[config.mk]
export PLATFORM = sky130hd
export DESIGN_NAME = regfile_sweep_reader
export DESIGN_NICKNAME = d
export VERILOG_FILES = /design/src/rtl/regfile_sweep_reader.sv
export SDC_FILE = /design/constraint.sdc
export NUM_CORES = 1
export LEC_CHECK = 0
export CORE_MARGIN = 2
export CORE_UTILIZATION = 29
export CTS_BUF_LIST = sky130_fd_sc_hd__clkbuf_8
export DETAILED_ROUTE_END_ITERATION = 16
export SLEW_MARGIN = 20
export SYNTH_ARGS = -nofsm -noshare
export SYNTH_HDL_FRONTEND = slang
export SYNTH_SLANG_ARGS = --single-unit
[constraint.sdc]
create_clock -name clk -period 3 [get_ports clk]
set_clock_uncertainty 0.05 [all_clocks]
set_input_delay 0.6 -clock clk [delete_from_list [all_inputs] [get_ports clk]]
set_output_delay 0.6 -clock clk [all_outputs]
set_load 0.02 [all_outputs]
[src/rtl/regfile_sweep_reader.sv]
// Sweeps a dual-read-port register file in ascending address order, streams each
// word out on valid/ready and counts words that differ from a latched expected value.
module regfile_sweep_reader #(
  parameter int NUM_REGS  = 64,
  parameter int ADDR_W    = 6,
  parameter int DATA_W    = 32,
  parameter int BUF_DEPTH = 4
) (
  input  logic              clk,
  input  logic              reset_n,
  input  logic              start,
  input  logic [DATA_W-1:0] expected_val,
  output logic              busy,
  output logic              done,
  output logic [ADDR_W:0]   mismatch_cnt,
  output logic [ADDR_W-1:0] first_mismatch_addr,
  output logic [1:0]        rf_read_en,
  output logic [ADDR_W-1:0] rf_raddr_0,
  output logic [ADDR_W-1:0] rf_raddr_1,
  input  logic [DATA_W-1:0] rf_rdata_0,
  input  logic [DATA_W-1:0] rf_rdata_1,
  output logic              out_valid,
  input  logic              out_ready,
  output logic [ADDR_W-1:0] out_addr,
  output logic [DATA_W-1:0] out_data
);

  localparam int PTR_W = $clog2(BUF_DEPTH);
  localparam int CNT_W = PTR_W + 1;
  localparam logic [ADDR_W-1:0] LAST_PAIR = ADDR_W'(NUM_REGS - 2);

  typedef enum logic [1:0] {S_IDLE, S_ISSUE, S_DRAIN, S_DONE} state_t;

  state_t            state, state_nxt;
  logic [ADDR_W-1:0] issue_addr;
  logic              inflight;
  logic [ADDR_W-1:0] cap_addr, cap_addr_1;
  logic [DATA_W-1:0] exp_val;
  logic [DATA_W-1:0] buf_data [BUF_DEPTH];
  logic [ADDR_W-1:0] buf_addr [BUF_DEPTH];
  logic [PTR_W-1:0]  wr_ptr, rd_ptr, wr_ptr_p1;
  logic [CNT_W-1:0]  count, count_nxt, wr_n;
  logic [CNT_W+1:0]  issue_need;
  logic              issue_ok, last_pair;
  logic              pop, pop_buf, pop_byp, bypass;
  logic              mis0, mis1;
  logic [ADDR_W+1:0] mis_sum;
  logic [ADDR_W:0]   mis_sat;

  // Stream handshake: a beat transfers on any cycle with out_valid && out_ready;
  // once out_valid rises, out_addr/out_data hold until that transfer.
  // With an empty buffer, port-0 data landing this cycle is presented directly.
  assign bypass    = (count == '0) && inflight;
  assign out_valid = (count != '0) || inflight;
  assign out_addr  = (count != '0) ? buf_addr[rd_ptr] : (inflight ? cap_addr : '0);
  assign out_data  = (count != '0) ? buf_data[rd_ptr] : (inflight ? rf_rdata_0 : '0);
  assign pop       = out_valid && out_ready;
  assign pop_buf   = pop && (count != '0);
  assign pop_byp   = pop && bypass;

  assign cap_addr_1 = {cap_addr[ADDR_W-1:1], 1'b1};
  assign wr_ptr_p1  = wr_ptr + PTR_W'(1);
  assign wr_n       = inflight ? (pop_byp ? CNT_W'(1) : CNT_W'(2)) : '0;
  assign count_nxt  = count + wr_n - CNT_W'(pop_buf);

  // Reserve room for words already in flight plus the pair about to issue.
  assign issue_need = {2'b00, count} + (inflight ? (CNT_W+2)'(4) : (CNT_W+2)'(2));
  assign issue_ok   = (state == S_ISSUE) && (issue_need <= (CNT_W+2)'(BUF_DEPTH));
  assign last_pair  = (issue_addr == LAST_PAIR);

  assign mis0    = (rf_rdata_0 != exp_val);
  assign mis1    = (rf_rdata_1 != exp_val);
  assign mis_sum = {1'b0, mismatch_cnt} + (ADDR_W+2)'(mis0) + (ADDR_W+2)'(mis1);
  assign mis_sat = mis_sum[ADDR_W+1] ? '1 : mis_sum[ADDR_W:0];

  always_comb begin
    state_nxt  = state;
    busy       = 1'b0;
    done       = 1'b0;
    rf_read_en = 2'b00;
    rf_raddr_0 = '0;
    rf_raddr_1 = '0;
    case (state)
      S_IDLE: if (start) state_nxt = S_ISSUE;
      S_ISSUE: begin
        busy       = 1'b1;
        rf_raddr_0 = issue_addr;
        rf_raddr_1 = {issue_addr[ADDR_W-1:1], 1'b1};
        if (issue_ok) begin
          rf_read_en = 2'b11;
          if (last_pair) state_nxt = S_DRAIN;
        end
      end
      S_DRAIN: begin
        busy = 1'b1;
        if (!inflight && count_nxt == '0) state_nxt = S_DONE;
      end
      S_DONE: begin
        done      = 1'b1;
        state_nxt = S_IDLE;
      end
      default: state_nxt = S_IDLE;
    endcase
  end

  always_ff @(posedge clk or negedge reset_n) begin
    if (!reset_n) begin
      state               <= S_IDLE;
      issue_addr          <= '0;
      inflight            <= 1'b0;
      cap_addr            <= '0;
      exp_val             <= '0;
      mismatch_cnt        <= '0;
      first_mismatch_addr <= '0;
      wr_ptr              <= '0;
      rd_ptr              <= '0;
      count               <= '0;
    end else begin
      state    <= state_nxt;
      inflight <= issue_ok;
      wr_ptr   <= wr_ptr + PTR_W'(wr_n);
      count    <= count_nxt;
      if (pop_buf) rd_ptr <= rd_ptr + PTR_W'(1);
      if (issue_ok) begin
        cap_addr <= issue_addr;
        if (!last_pair) issue_addr <= issue_addr + ADDR_W'(2);
      end
      if (state == S_IDLE && start) begin
        exp_val             <= expected_val;
        issue_addr          <= '0;
        mismatch_cnt        <= '0;
        first_mismatch_addr <= '0;
      end else if (inflight) begin
        mismatch_cnt <= mis_sat;
        // Saturation never returns to zero, so zero means no mismatch yet.
        if (mismatch_cnt == '0 && mis0) first_mismatch_addr <= cap_addr;
        else if (mismatch_cnt == '0 && mis1) first_mismatch_addr <= cap_addr_1;
      end
    end
  end

  // Port 0 is always ordered ahead of port 1; a bypassed port-0 word is not stored.
  always_ff @(posedge clk) begin
    if (inflight) begin
      if (pop_byp) begin
        buf_data[wr_ptr] <= rf_rdata_1;
        buf_addr[wr_ptr] <= cap_addr_1;
      end else begin
        buf_data[wr_ptr]    <= rf_rdata_0;
        buf_addr[wr_ptr]    <= cap_addr;
        buf_data[wr_ptr_p1] <= rf_rdata_1;
        buf_addr[wr_ptr_p1] <= cap_addr_1;
      end
    end
  end

endmodule

Word level (Yosys, flattened, before mapping)
Memories as Yosys holds them, arrays and structs flattened.
Index checks and enable logic that the tools add are counted.
{ "classes": {"bitwise_logic": 2, "order_cmp": 1, "n_mux": 36, "n_addsub": 9, "eq_ne": 11, "reduce_logical": 23} }
{ "op_table": {"columns": ["op", "count"], "rows": [
  ["32-bit 2-to-1 mux", 3],
  ["6-bit 2-to-1 mux", 12],
  ["32-bit != test", 2],
  ["7-bit 2-to-1 mux", 3],
  ["2-bit 2-to-1 mux", 8],
  ["1-bit logical AND", 9],
  ["7-bit by 1-bit adder with 8-bit output", 1],
  ["8-bit by 1-bit adder with 8-bit output", 1],
  ["1-bit 2-to-1 mux", 8],
  ["2-bit != test (second input constant)", 4],
  ["2-bit one-hot mux with 4 select lines", 1],
  ["7-bit zero test", 1],
  ["6-bit by 2-bit adder with 6-bit output (second input constant)", 1],
  ["6-bit == test (second input constant)", 1],
  ["3-bit zero test", 2],
  ["3-bit nonzero test", 2],
  ["2-bit by 1-bit adder with 2-bit output (second input constant)", 2],
  ["3-bit by 3-bit adder with 4-bit output", 1],
  ["2-bit == test (second input constant)", 2],
  ["4-bit by 3-bit less-or-equal comparator with 1-bit output (second input constant)", 1],
  ["2-bit AND reduction", 2],
  ["4-bit AND reduction", 1],
  ["2-bit nonzero test", 2],
  ["3-bit by 2-bit adder with 3-bit output", 1],
  ["10 further kinds", 11]
]} }
{ "totals": {"mem_bits_rw": 152, "regBits": 67, "out_inout_bits": 68, "memories": 2} }
{ "mem_list": {"columns": ["name", "depth", "width", "read_ports", "rd_ports_with_merged_regs", "write_ports", "line_no", "source"], "rows": [
  ["buf_data", 4, 32, 1, 0, 2, "39", "logic [DATA_W-1:0] buf_data [BUF_DEPTH];"],
  ["buf_addr", 4, 6, 1, 0, 2, "40", "logic [ADDR_W-1:0] buf_addr [BUF_DEPTH];"]
]} }

Depth between registers and ports, before layout
Gate-level depths: netlist of run 1.
{ "logic_depth": {"word_depth": 12, "ltp_mapped": 13, "depth_no_buf": 13} }

Worst setup path before layout of run 1
Ideal clock, no wire load.
{ "synth_path": {"path_type": "register to register", "start": "register count[2]", "end": "register state[1]", "path_stages_with_launch": 13, "t_required_ns": 2.822, "slack_ns": -0.056, "setup_time_ns": 0.128, "arrival_time_ns": 2.879, "period_less_slack_ns": 3.056, "path_cell_list": "dfrtp_1 nor3_1 nand3_1 ha_1 inv_1 ha_1 inv_1 fa_1 xor2_1 xnor2_1 o41ai_1 nand3_1 mux2_1"} }
{ "synth_via": {"elab_chain_len": 12, "elab_cells_between_ends": 19, "classes_between": "add/sub (3); order compare (1); eq/ne (2); mux (2); reduce/logical (11)"} }
{ "synth_lines": {"columns": ["element", "line_no", "source"], "rows": [
  ["from (decl)", "42", "logic [CNT_W-1:0] count, count_nxt, wr_n;"],
  ["from (signal assigned)", "122", "count <= count_nxt;"],
  ["3-bit nonzero test", "54, 58", null],
  ["1-bit logical OR", "54", "assign out_valid = (count != '0) || inflight;"],
  ["1-bit logical AND", "57", "assign pop = out_valid && out_ready;"],
  ["1-bit logical AND", "59", "assign pop_byp = pop && bypass;"],
  ["2-bit 2-to-1 mux (2 in a row)", "63", "assign wr_n = inflight ? (pop_byp ? CNT_W'(1) : CNT_W'(2)) : '0;"],
  ["3-bit by 2-bit adder with 3-bit output", "64", "assign count_nxt = count + wr_n - CNT_W'(pop_buf);"],
  ["3-bit by 1-bit subtractor with 3-bit output *", "64", null],
  ["named net count_nxt[2]", "42", null],
  ["3-bit zero test *", "96", "if (!inflight && count_nxt == '0) state_nxt = S_DONE;"],
  ["1-bit logical AND *", "96", null],
  ["2-bit != test (no source line) *", null, null],
  ["4-bit AND reduction (no source line) *", null, null],
  ["to (signal assigned)", "119", "state <= state_nxt;"],
  ["to (decl)", "34", "state_t state, state_nxt;"]
]} }
Mark *: on every way through the listed nets, which the timed path passes. The rest lies on a longest branch.
A chain may end at the register's enable or synchronous reset.

Worst setup path after layout of run 1
{ "layout_path": {"start": "input port rf_rdata_0[12]", "end": "register mismatch_cnt[6]"} }
{ "layout_via": {"elab_chain_len": 6} }
{ "layout_lines": {"columns": ["element", "line_no", "source"], "rows": [
  ["from (decl)", "20", "input logic [DATA_W-1:0] rf_rdata_0,"],
  ["32-bit != test", "71", "assign mis0 = (rf_rdata_0 != exp_val);"],
  ["7-bit by 1-bit adder with 8-bit output", "73", "assign mis_sum = {1'b0, mismatch_cnt} + (ADDR_W+2)'(mis0) + (ADDR_W+2)'(mis1);"],
  ["8-bit by 1-bit adder with 8-bit output", "73", null],
  ["7-bit 2-to-1 mux", "74", "assign mis_sat = mis_sum[ADDR_W+1] ? '1 : mis_sum[ADDR_W:0];"],
  ["7-bit 2-to-1 mux", "133", "end else if (inflight) begin"],
  ["7-bit 2-to-1 mux", "128", "if (state == S_IDLE && start) begin"],
  ["to (signal assigned)", "134", "mismatch_cnt <= mis_sat;"],
  ["to (decl)", "15", "output logic [ADDR_W:0] mismatch_cnt,"]
]} }
No other way between the ends. The select of a mux whose other input is x is not followed.

==> metrics.txt, run 1 <==
DP Worst Slack -0.734 ns; std cell rows 72; hpwl dp 24,200 microns; Die Wd 202 microns; total number of vias 8,155; Slowest-stage cell, CP clkdlybuf4s50_1; Min-Delay Path Class input port to asynchronous set/reset pin; fin worst setup slack -0.00168 ns; TritonCTS buffer count 40; Arr. time, crit path 3.38 ns; Routed wire per std cell 21.3 microns; number of enable flip-flop cells after synthesis 148; hold_buf cts 0; Synth Register Bits 217; gr usage total 0.176; number of antenna violations at the first check in global routing 3; fin. max-slew vios 0; R2R Setup Slk 0.06 ns; antenna viol nets, final 0; core area 38,700 sq um; Iter 0 DRT Violations 490; Residual DRC 0; clock slew at reported path FFs 0.06 ns; Final nets 1,268; post-synthesis cell type count 43; warning count from the yosys run 0; RePlAce Congestion 0.795; CTS HTree Levels 2; CP Capture Type register; Slew headroom 0.386; CP peak stage delay 0.52 ns; Synth Flop Type edfxtp_1; Congestion Overflow GR 0; Peak VDD IR 0.680 mV; ys async rst share 0.300; most frequent cells in the layout nand2_1, edfxtp_1, clkdlybuf4s50_1, mux2_1, buf_4; first-pass GRT wire length 53,500 microns; fraction of layout cells with a size suffix above 1 0.238; CTS root buffer clkbuf_8; violated checks setup timing; startpoint types input port; die span in y 202 microns; Syn Inst Count 907; Pre-Repair DR Iteration Count 7; largest net degree at the start of global routing 47; synthesized area per cell 12.6 sq um; Seq/Total Area, Yosys 0.539; MaxCap Viol Count 0; Tmin final 3.00 ns; Post-Place Cells 1,622; Hold Vio Cnt, Final 0; leak pwr 6.14 nW; status finished with violations; clock buffer depth 3; worst path cell trace clkdlybuf4s50_1 -> xor2_1 -> nor4_2 -> nand4_1 -> nor2_2 -> buf_4 -> fa_2 -> inv_1 -> ha_1 -> and2_1 -> nor2b_4 -> nand3_1 -> nor3b_2 -> nor3_1; # IOs 168; CP Max Fanout 6; vias in the first global route 8,609; Synth Net Count 1,022; Area Overhead vs Synth 33.8%; CTS tree built; final setup fails 1; CP required 3.38 ns; CP Class input port to register; post-route insts no fill 1,703; Syn Std Cell Area 11,400 sq um; via-per-instance ratio 4.79; worst skew pair latency 0.54 ns; PD cells 923 nW/um^2; Slew @ Worst Pin 0.917 ns; worst hold margin 0.0961 ns; # port buffers 166; Clock Sinks 217; Die Area 40,900 sq um; Peak Freq 333 MHz; period utilization 1.00; DRT Wirelength 36,200 microns; Fin Setup TNS -0.00168 ns; commonest non-fill, non-tap cell in the layout nand2_1; unrepaired setup endpoints after global routing yes; Fillers 3,770; Initial Util 0.294
worst max-delay path, delay by kind of cell:
kind,cells,cell delay (ns)
and+or+nand+nor,8,1.46
buffers and inverters,3,0.73
adders and majority gates,2,0.40
xor gates and xnor gates,1,0.20
through the flow:
| step | util | instance area, sq um | total power, mW |
|---|---|---|---|
| finish | 0.394 | 15300 | 14.1 |
| global route | 0.394 | 15300 | 14.9 |
| CTS | 0.391 | 15100 | 14.2 |
| detailed placement | 0.369 | 14300 | 11.5 |
| global placement | 0.369 | 14300 | 11.4 |
| floorplan | - | 11400 | 8.42 |
cell type report:
cell class	instances	area (sq um)	area share
antenna	2	5.00	0.000328
multi-input combinational	621	5150	0.338
sequential	217	6150	0.403
clock buffer	48	661	0.0433
clock inverter	24	103	0.00672
inverter	14	55.1	0.00361
tap	518	648	0.0425
timing repair buffer	259	2480	0.163
cell usage after synthesis (2+ instances only):
cell / instances / area, sq um
nand2_1: 185 / 694
edfxtp_1: 148 / 4440
mux2_1: 92 / 1040
xor2_1: 69 / 604
dfrtp_1: 65 / 1630
nand3_1: 47 / 235
mux2_2: 42 / 473
mux4_2: 38 / 856
clkbuf_1: 30 / 113
and2_1: 26 / 163
buf_2: 16 / 80.1
o21ai_0: 15 / 75.1
nor2_1: 14 / 52.6
nor4_1: 14 / 87.6
inv_1: 13 / 48.8
ha_1: 12 / 150
buf_4: 8 / 60.1
a31oi_1: 7 / 43.8
and3_1: 6 / 37.5
nand4_1: 6 / 37.5
a21oi_1: 5 / 25.0
nor4_2: 5 / 62.6
o21ai_1: 5 / 25.0
xnor2_1: 5 / 43.8
dfxtp_1: 4 / 80.1
nor3_1: 4 / 20.0
fa_1: 3 / 60.1
nand2b_1: 3 / 18.8
nor3b_1: 3 / 22.5
o22a_1: 3 / 26.3
nor2b_1: 2 / 12.5
state kept, by name (all words and copies together), names as in the netlist:
| signal | count |
|---|---|
| exp_val | 32 |
| first_mismatch_addr | 6 |
| mismatch_cnt | 7 |
| buf_addr | 24 |
| wr_ptr | 2 |
| count | 3 |
| buf_data | 128 |
| issue_addr | 5 |
| inflight | 1 |
| cap_addr | 5 |
| state | 2 |
| rd_ptr | 2 |
final timing paths:
kind	cells after the start	from	to
max in group asynchronous	2	reset_n	exp_val[27]
hold / removal	1	reset_n	issue_addr[2]
min in group clk	1	buf_addr[3][0]	buf_addr[3][0]
setup reg to reg	14	exp_val[15]	mismatch_cnt[6]
setup / recovery	14	rf_rdata_0[12]	mismatch_cnt[6]
hold reg to reg	1	buf_addr[3][0]	buf_addr[3][0]
kinds of logic (layout without fill, tap and decap cells):
group | after synthesis | in the layout | share of synthesized area
AO/OA/AOI/OAI | 39 | 39 | 0.0203
AND/OR/NAND/NOR | 319 | 319 | 0.130
flip-flops | 217 | 217 | 0.539
XOR/XNOR | 74 | 74 | 0.0568
other | 1 | 3 | 0.000329
buffers and inverters | 69 | 345 | 0.0271
adder cells (fa/ha/maj) | 15 | 15 | 0.0184
multiplexers | 173 | 173 | 0.208
report_power, final:
part	internal [mW]	leakage (nW)	total (mW)	switching, mW
combinational	2.95	3.50	6.88	3.93
sequential	4.00	2.21	4.49	0.487
clock	1.45	0.440	2.72	1.27
layer usage:
metal	wire length, microns	track usage	up-vias
met1	15300	0.226	4037
met4	784	0.0461	2
met3	2470	0.0432	64
met5	11	0	-
met2	17600	0.299	272
li1	-	-	3780
timing repair:
item / 4_1_cts / 5_1_grt
endpoints found under the setup margin: 49 / 34
pin swaps: 2 / 8
gates resized for setup: 68 / 51
buffers inserted: 1 / 5
gates cloned: 1 / 0
No activity file was read; power rests on OpenSTA's default activity.
==> inputs of run 2 (changes only) <==
--- a/config.mk
+++ b/config.mk
@@ -9,7 +9,7 @@
 export CORE_UTILIZATION = 29
 export CTS_BUF_LIST = sky130_fd_sc_hd__clkbuf_8
 export DETAILED_ROUTE_END_ITERATION = 16
-export SLEW_MARGIN = 20
+export SLEW_MARGIN = 40
 export SYNTH_ARGS = -nofsm -noshare
 export SYNTH_HDL_FRONTEND = slang
 export SYNTH_SLANG_ARGS = --single-unit
==> run 2 against run 1 <==
Against the previous run:
- the run now ends clean
- routed wire length hardly changed
- critical path depth stayed put
- utilization is 0.071 points higher
- fmax is 0.42% higher
- first-iteration DRC count is 2.2% lower
- power is 0.14% higher
- critical endpoint unchanged
==> metrics.txt, run 2 (synthesis gave the netlist of run 1 again) <==
status complete, no violations; Die Area 40,900 sq um; Slew headroom 0.523; Residual DRC 0; Pre-Repair DR Iteration Count 5; CTS HTree Levels 2; RePlAce Congestion 0.795; Clock Sinks 217; std cell rows 72; Largest regs buf_data x128, exp_val x32, buf_addr x24; commonest non-fill, non-tap cell in the layout nand2_1; Hold Vio Cnt, Final 0; Tmin final 2.99 ns; CP Class input port to register; post-route insts no fill 1,705; Final nets 1,270; # IOs 168; first-pass GRT wire length 53,500 microns; unrepaired setup endpoints after global routing yes; via-per-instance ratio 4.78; fin. max-slew vios 0; Peak VDD IR 0.679 mV; Peak Freq 335 MHz; total number of vias 8,154; TritonCTS buffer count 40; # port buffers 166; Biggest register buf_data; DP Worst Slack -0.734 ns; CP Max Fanout 6; clock buffer depth 3; worst skew pair latency 0.54 ns; Arr. time, crit path 3.37 ns; flip-flop count of the largest register after layout 128; Routed wire per std cell 21.2 microns; final setup fails 0; Iter 0 DRT Violations 479; Slew @ Worst Pin 0.712 ns; worst hold margin 0.412 ns; clock slew at reported path FFs 0.06 ns; gr usage total 0.176; Critical R2R Launch count[1]; Initial Util 0.294; fraction of layout cells with a size suffix above 1 0.239; number of antenna violations at the first check in global routing 3; Post-Place Cells 1,622; antenna viol nets, final 0; core area 38,700 sq um; CP required 3.38 ns; CTS root buffer clkbuf_8; Top delay family on crit path simple AND/OR/NAND/NOR gates; CTS tree built; vias in the first global route 8,609; utilization after layout 0.395; CP startpoint rf_rdata_0[12]; Congestion Overflow GR 0; PD cells 923 nW/um^2; Die Wd 202 microns; leak pwr 6.16 nW; startpoint types input port; fin worst setup slack 0.0110 ns; Min-Delay Path Class register to register; DRT Wirelength 36,200 microns; hpwl dp 24,200 microns; CP Capture Type register; MaxCap Viol Count 0; Area Overhead vs Synth 34.0%; Tot Pwr 14.1 mW; period utilization 0.996; largest net degree at the start of global routing 47; CP bufs+invs 3; worst path cell trace clkdlybuf4s50_1 -> xor2_1 -> nor4_2 -> nand4_1 -> nor2_2 -> buf_4 -> fa_2 -> inv_1 -> ha_1 -> and2_1 -> nor2b_4 -> nand3_1 -> nor3b_2 -> nor3_1; most frequent cells in the layout nand2_1, edfxtp_1, clkdlybuf4s50_1, mux2_1, buf_4; Slowest-stage cell, CP clkdlybuf4s50_1; die span in y 202 microns; CP peak stage delay 0.52 ns; hold path start buf_addr[1][0]
==> run 2: cell count changes in the layout (fill, tap and decap cells not counted) <==
| cell | delta |
|---|---|
| buf_4 | +1 |
| buf_8 | +1 |
| buf_2 | -1 |
| dlygate4sd3_1 | +1 |
==> run 2: through the flow <==
stage               cell area [sq um]  TNS (ns)
global route                    15300    -0.185
global placement                14300     -5.66
CTS                             15200  -0.00477
floorplan                       11400     -2.29
detailed placement              14300     -5.90
finish                          15300         0
==> run 2: layer usage <==
layer	routed length, microns	global-route usage	vias to the layer above
li1	-	-	3785
met1	15300	0.226	4034
met2	17600	0.299	270
met3	2560	0.0432	63
met4	790	0.0461	2
met5	7	0	-
==> run 2: cell type report <==
class | instances | area [sq um]
Clock buffer | 48 | 661
Antenna cell | 2 | 5.00
Tap cell | 518 | 648
Clock inverter | 24 | 103
Sequential cell | 217 | 6150
Multi-Input combinational cell | 621 | 5150
Timing Repair Buffer | 261 | 2510
Fill cell | 3769 | 23500
Inverter | 14 | 55.1
==> run 2: final timing paths <==
check / endpoint / slack, ns / cells after the start
max: mismatch_cnt[6] / 0.01 / 14
min: buf_addr[1][0] / 0.41 / 1
max reg2reg: state[1] / 0.07 / 12
min reg2reg: buf_addr[1][0] / 0.41 / 1
max in group asynchronous: exp_val[27] / 1.71 / 3
min in group asynchronous: first_mismatch_addr[1] / 0.50 / 2
==> run 2: repair_timing <==
item                       in CTS  in global routing
hold buffers                    1                  0
gates cloned                    1                  0
setup endpoints to repair      49                 34
pin swaps                       2                  8
hold endpoints to repair       30                  0
setup buffers                   1                  5
gates resized for setup        68                 51
==> run 2: power breakdown <==
part           switching, mW  leakage [nW]  internal, mW
clock network           1.27         0.440          1.45
registers              0.488          2.21          4.00
logic                   3.93          3.51          2.96
==> inputs of run 3 (changes only) <==
--- a/config.mk
+++ b/config.mk
@@ -5,11 +5,12 @@
 export SDC_FILE = /design/constraint.sdc
 export NUM_CORES = 1
 export LEC_CHECK = 0
+export ABC_AREA = 1
+export ABC_CLOCK_PERIOD_IN_PS = 3000
 export CORE_MARGIN = 2
 export CORE_UTILIZATION = 29
 export CTS_BUF_LIST = sky130_fd_sc_hd__clkbuf_8
 export DETAILED_ROUTE_END_ITERATION = 16
-export SLEW_MARGIN = 40
 export SYNTH_ARGS = -nofsm -noshare
 export SYNTH_HDL_FRONTEND = slang
 export SYNTH_SLANG_ARGS = --single-unit
==> run 3 against run 2 <==
Against the previous run:
- power grew 1.1%
- cell count increased by 29%
- flip-flop and latch count did not move
- routed wire length grew 4.5%
- combinational power barely moved
- synthesized cell count up 53%
- clock-buffer cell count grew 1
- area after synthesis up 3.7%
- die area rose by 3.6%
- design area increased by 2.9%
==> metrics.txt, run 3 <==
status complete, no violations; final setup fails 0; Hold Path Depth 3; number of enable flip-flop cells after synthesis 148; Seq/Total Area, Yosys 0.520; Largest regs buf_data x128, exp_val x32, buf_addr x24; top cells by area, synth edfxtp_1, dfrtp_1, nand2_1; Min-Delay Path Class input port to register; CP peak stage delay 0.57 ns; Syn Inst Count 1,385; Die Wd 206 microns; top-area cell type share of the netlist area 0.376; most frequent cells in the layout nand2_1, edfxtp_1, inv_1, clkdlybuf4s50_1, buf_4; Final nets 1,752; unrepaired setup endpoints after global routing yes; CP required 2.35 ns; Initial Util 0.296; Biggest register buf_data; warning count from the yosys run 0; antenna viol nets, final 0; # IOs 168; DRT Wirelength 37,800 microns; ys async rst share 0.300; Slew @ Worst Pin 0.757 ns; period utilization 0.993; RePlAce Congestion 0.838; Pre-Repair DR Iteration Count 6; # port buffers 166; clock slew at reported path FFs 0.06 ns; fin. max-slew vios 0; leak pwr 6.39 nW; Iter 0 DRT Violations 659; first-pass GRT wire length 58,400 microns; post-synthesis cell type count 38; CP Capture Type output pin; Area Overhead vs Synth 33.0%; Slew headroom 0.495; CP bufs+invs 2; CTS tree built; TritonCTS buffer count 42; Peak VDD IR 0.523 mV; fraction of layout cells with a size suffix above 1 0.151; Slowest-stage cell, CP clkdlybuf4s50_1; Congestion Overflow GR 0; Reg2Reg Depth 15; worst skew pair latency 0.60 ns; die span in y 206 microns; std cell rows 73; Routed wire per std cell 17.2 microns; number of antenna violations at the first check in global routing 8; CTS HTree Levels 2; clock buffer depth 3; Top delay family on crit path buffers and inverters; DP Worst Slack -0.466 ns; hold path start rf_rdata_1[24]; Hold Vio Cnt, Final 0; MaxCap Viol Count 0; Fin Setup TNS 0 ns; Synth Register Bits 217; most common cell in the netlist nand2_1; area of the multi-input gates 4880 sq um; via-per-instance ratio 4.79; Synth Flop Type edfxtp_1; Yosys top cell by area edfxtp_1; fin worst setup slack 0.0221 ns; worst path cell trace nor3_4 -> buf_4 -> nand2_1 -> clkdlybuf4s50_1; largest net degree at the start of global routing 66; synthesized area per cell 8.54 sq um; Tmin final 2.98 ns; CP Max Fanout 24; Residual DRC 0; Critical R2R Launch count[1]; CTS root buffer clkbuf_8; Peak Freq 336 MHz; worst r2r dst state[0]; Synth Net Count 1,500; Die Area 42,400 sq um; vias in the first global route 10,600; flip-flop count of the largest register after layout 128; PD cells 907 nW/um^2; Fillers 4,074; CP Class register to output pin; Clock Sinks 217; core area 40,000 sq um; Reg area 6150 sq um; Arr. time, crit path 2.33 ns; Syn Std Cell Area 11,800 sq um; hold endpoint buf_data[3][24]; hpwl dp 24,900 microns; commonest non-fill, non-tap cell in the layout nand2_1; gr usage total 0.181; most frequent cells after synthesis nand2_1, edfxtp_1, inv_1, o21ai_0, o21ai_1; R2R Setup Slk 0.17 ns; startpoint types register; total number of vias 10,500
==> run 3: cells by family (layout without fill, tap and decap cells) <==
group	Yosys count	count (layout)	synth area share
fa+ha+maj	15	15	0.0178
flops	217	217	0.520
compound gates	347	347	0.167
xor+xnor	45	45	0.0333
buf+inv	210	494	0.0736
mux	2	2	0.00169
other cells	1	6	0.000317
simple gates	548	548	0.186
==> run 3: worst max path at each step <==
stage	startpoint	to	slack, ns	cells past startpoint
after floorplan	count[2]	state[0]	0.09	13
final	count[1]	out_valid	0.02	4
after global routing	count[1]	out_valid	-0.08	4
after global placement	rf_rdata_0[25]	mismatch_cnt[6]	-0.42	18
after detailed placement	rf_rdata_0[30]	mismatch_cnt[6]	-0.47	19
after CTS	count[2]	out_data[27]	-0.12	8
==> run 3: worst register-to-register path, cell delays in order (launching register included) <==
cell,delay [ns]
dfrtp_1,0.41
nor3_4,0.21
inv_2,0.09
buf_4,0.14
nand2_1,0.08
inv_1,0.08
ha_1,0.29
inv_1,0.06
ha_1,0.13
inv_1,0.05
fa_1,0.50
nand2_1,0.07
o31ai_2,0.23
nand3_1,0.17
nand2_1,0.08
o21ai_0,0.07
==> run 3: final cells by class <==
| class | count | share of cell area |
|---|---|---|
| flip-flops and latches | 217 | 0.391 |
| multi-input cells | 958 | 0.310 |
| repair buffers | 290 | 0.173 |
| clock buffers | 49 | 0.0429 |
| well taps | 525 | 0.0418 |
| inverters | 128 | 0.0308 |
| clock inverters | 27 | 0.00907 |
| diodes | 5 | 0.000796 |
==> run 3: where the power goes <==
part / switching (mW) / internal, mW / leakage, nW
clock: 1.35 / 1.58 / 0.475
combinational: 4.15 / 2.73 / 3.70
sequential: 0.407 / 4.06 / 2.21
==> run 3: timing repair <==
| action | 4_1_cts | 5_1_grt |
|---|---|---|
| endpoints found under the hold margin | 3 | 0 |
| hold buffers | 1 | 0 |
| setup endpoints to repair | 41 | 33 |
| pin swaps | 2 | 4 |
| gates resized for setup | 160 | 35 |
| cloned | 1 | 0 |
| buffers inserted | 10 | 0 |
==> run 3: stage by stage <==
stage	area, sq um	total power [mW]	util	cells	hold WS, ns
2_1_floorplan	11800	8.50	-	1385	0.254
3_3_place_gp	14700	11.4	0.368	2107	0.395
3_5_place_dp	14700	11.5	0.368	2107	0.400
4_1_cts	15600	14.3	0.391	2195	0.409
5_1_grt	15700	15.3	0.393	2196	0.418
6_report	15700	14.3	0.393	2199	0.408
==> run 3: routing by layer <==
metal,GRT usage,share of wire,vias up
met5,0,0.00090,-
met4,0.0602,0.021,6
met3,0.0394,0.073,60
met2,0.302,0.48,345
met1,0.233,0.42,4973
li1,-,-,5158
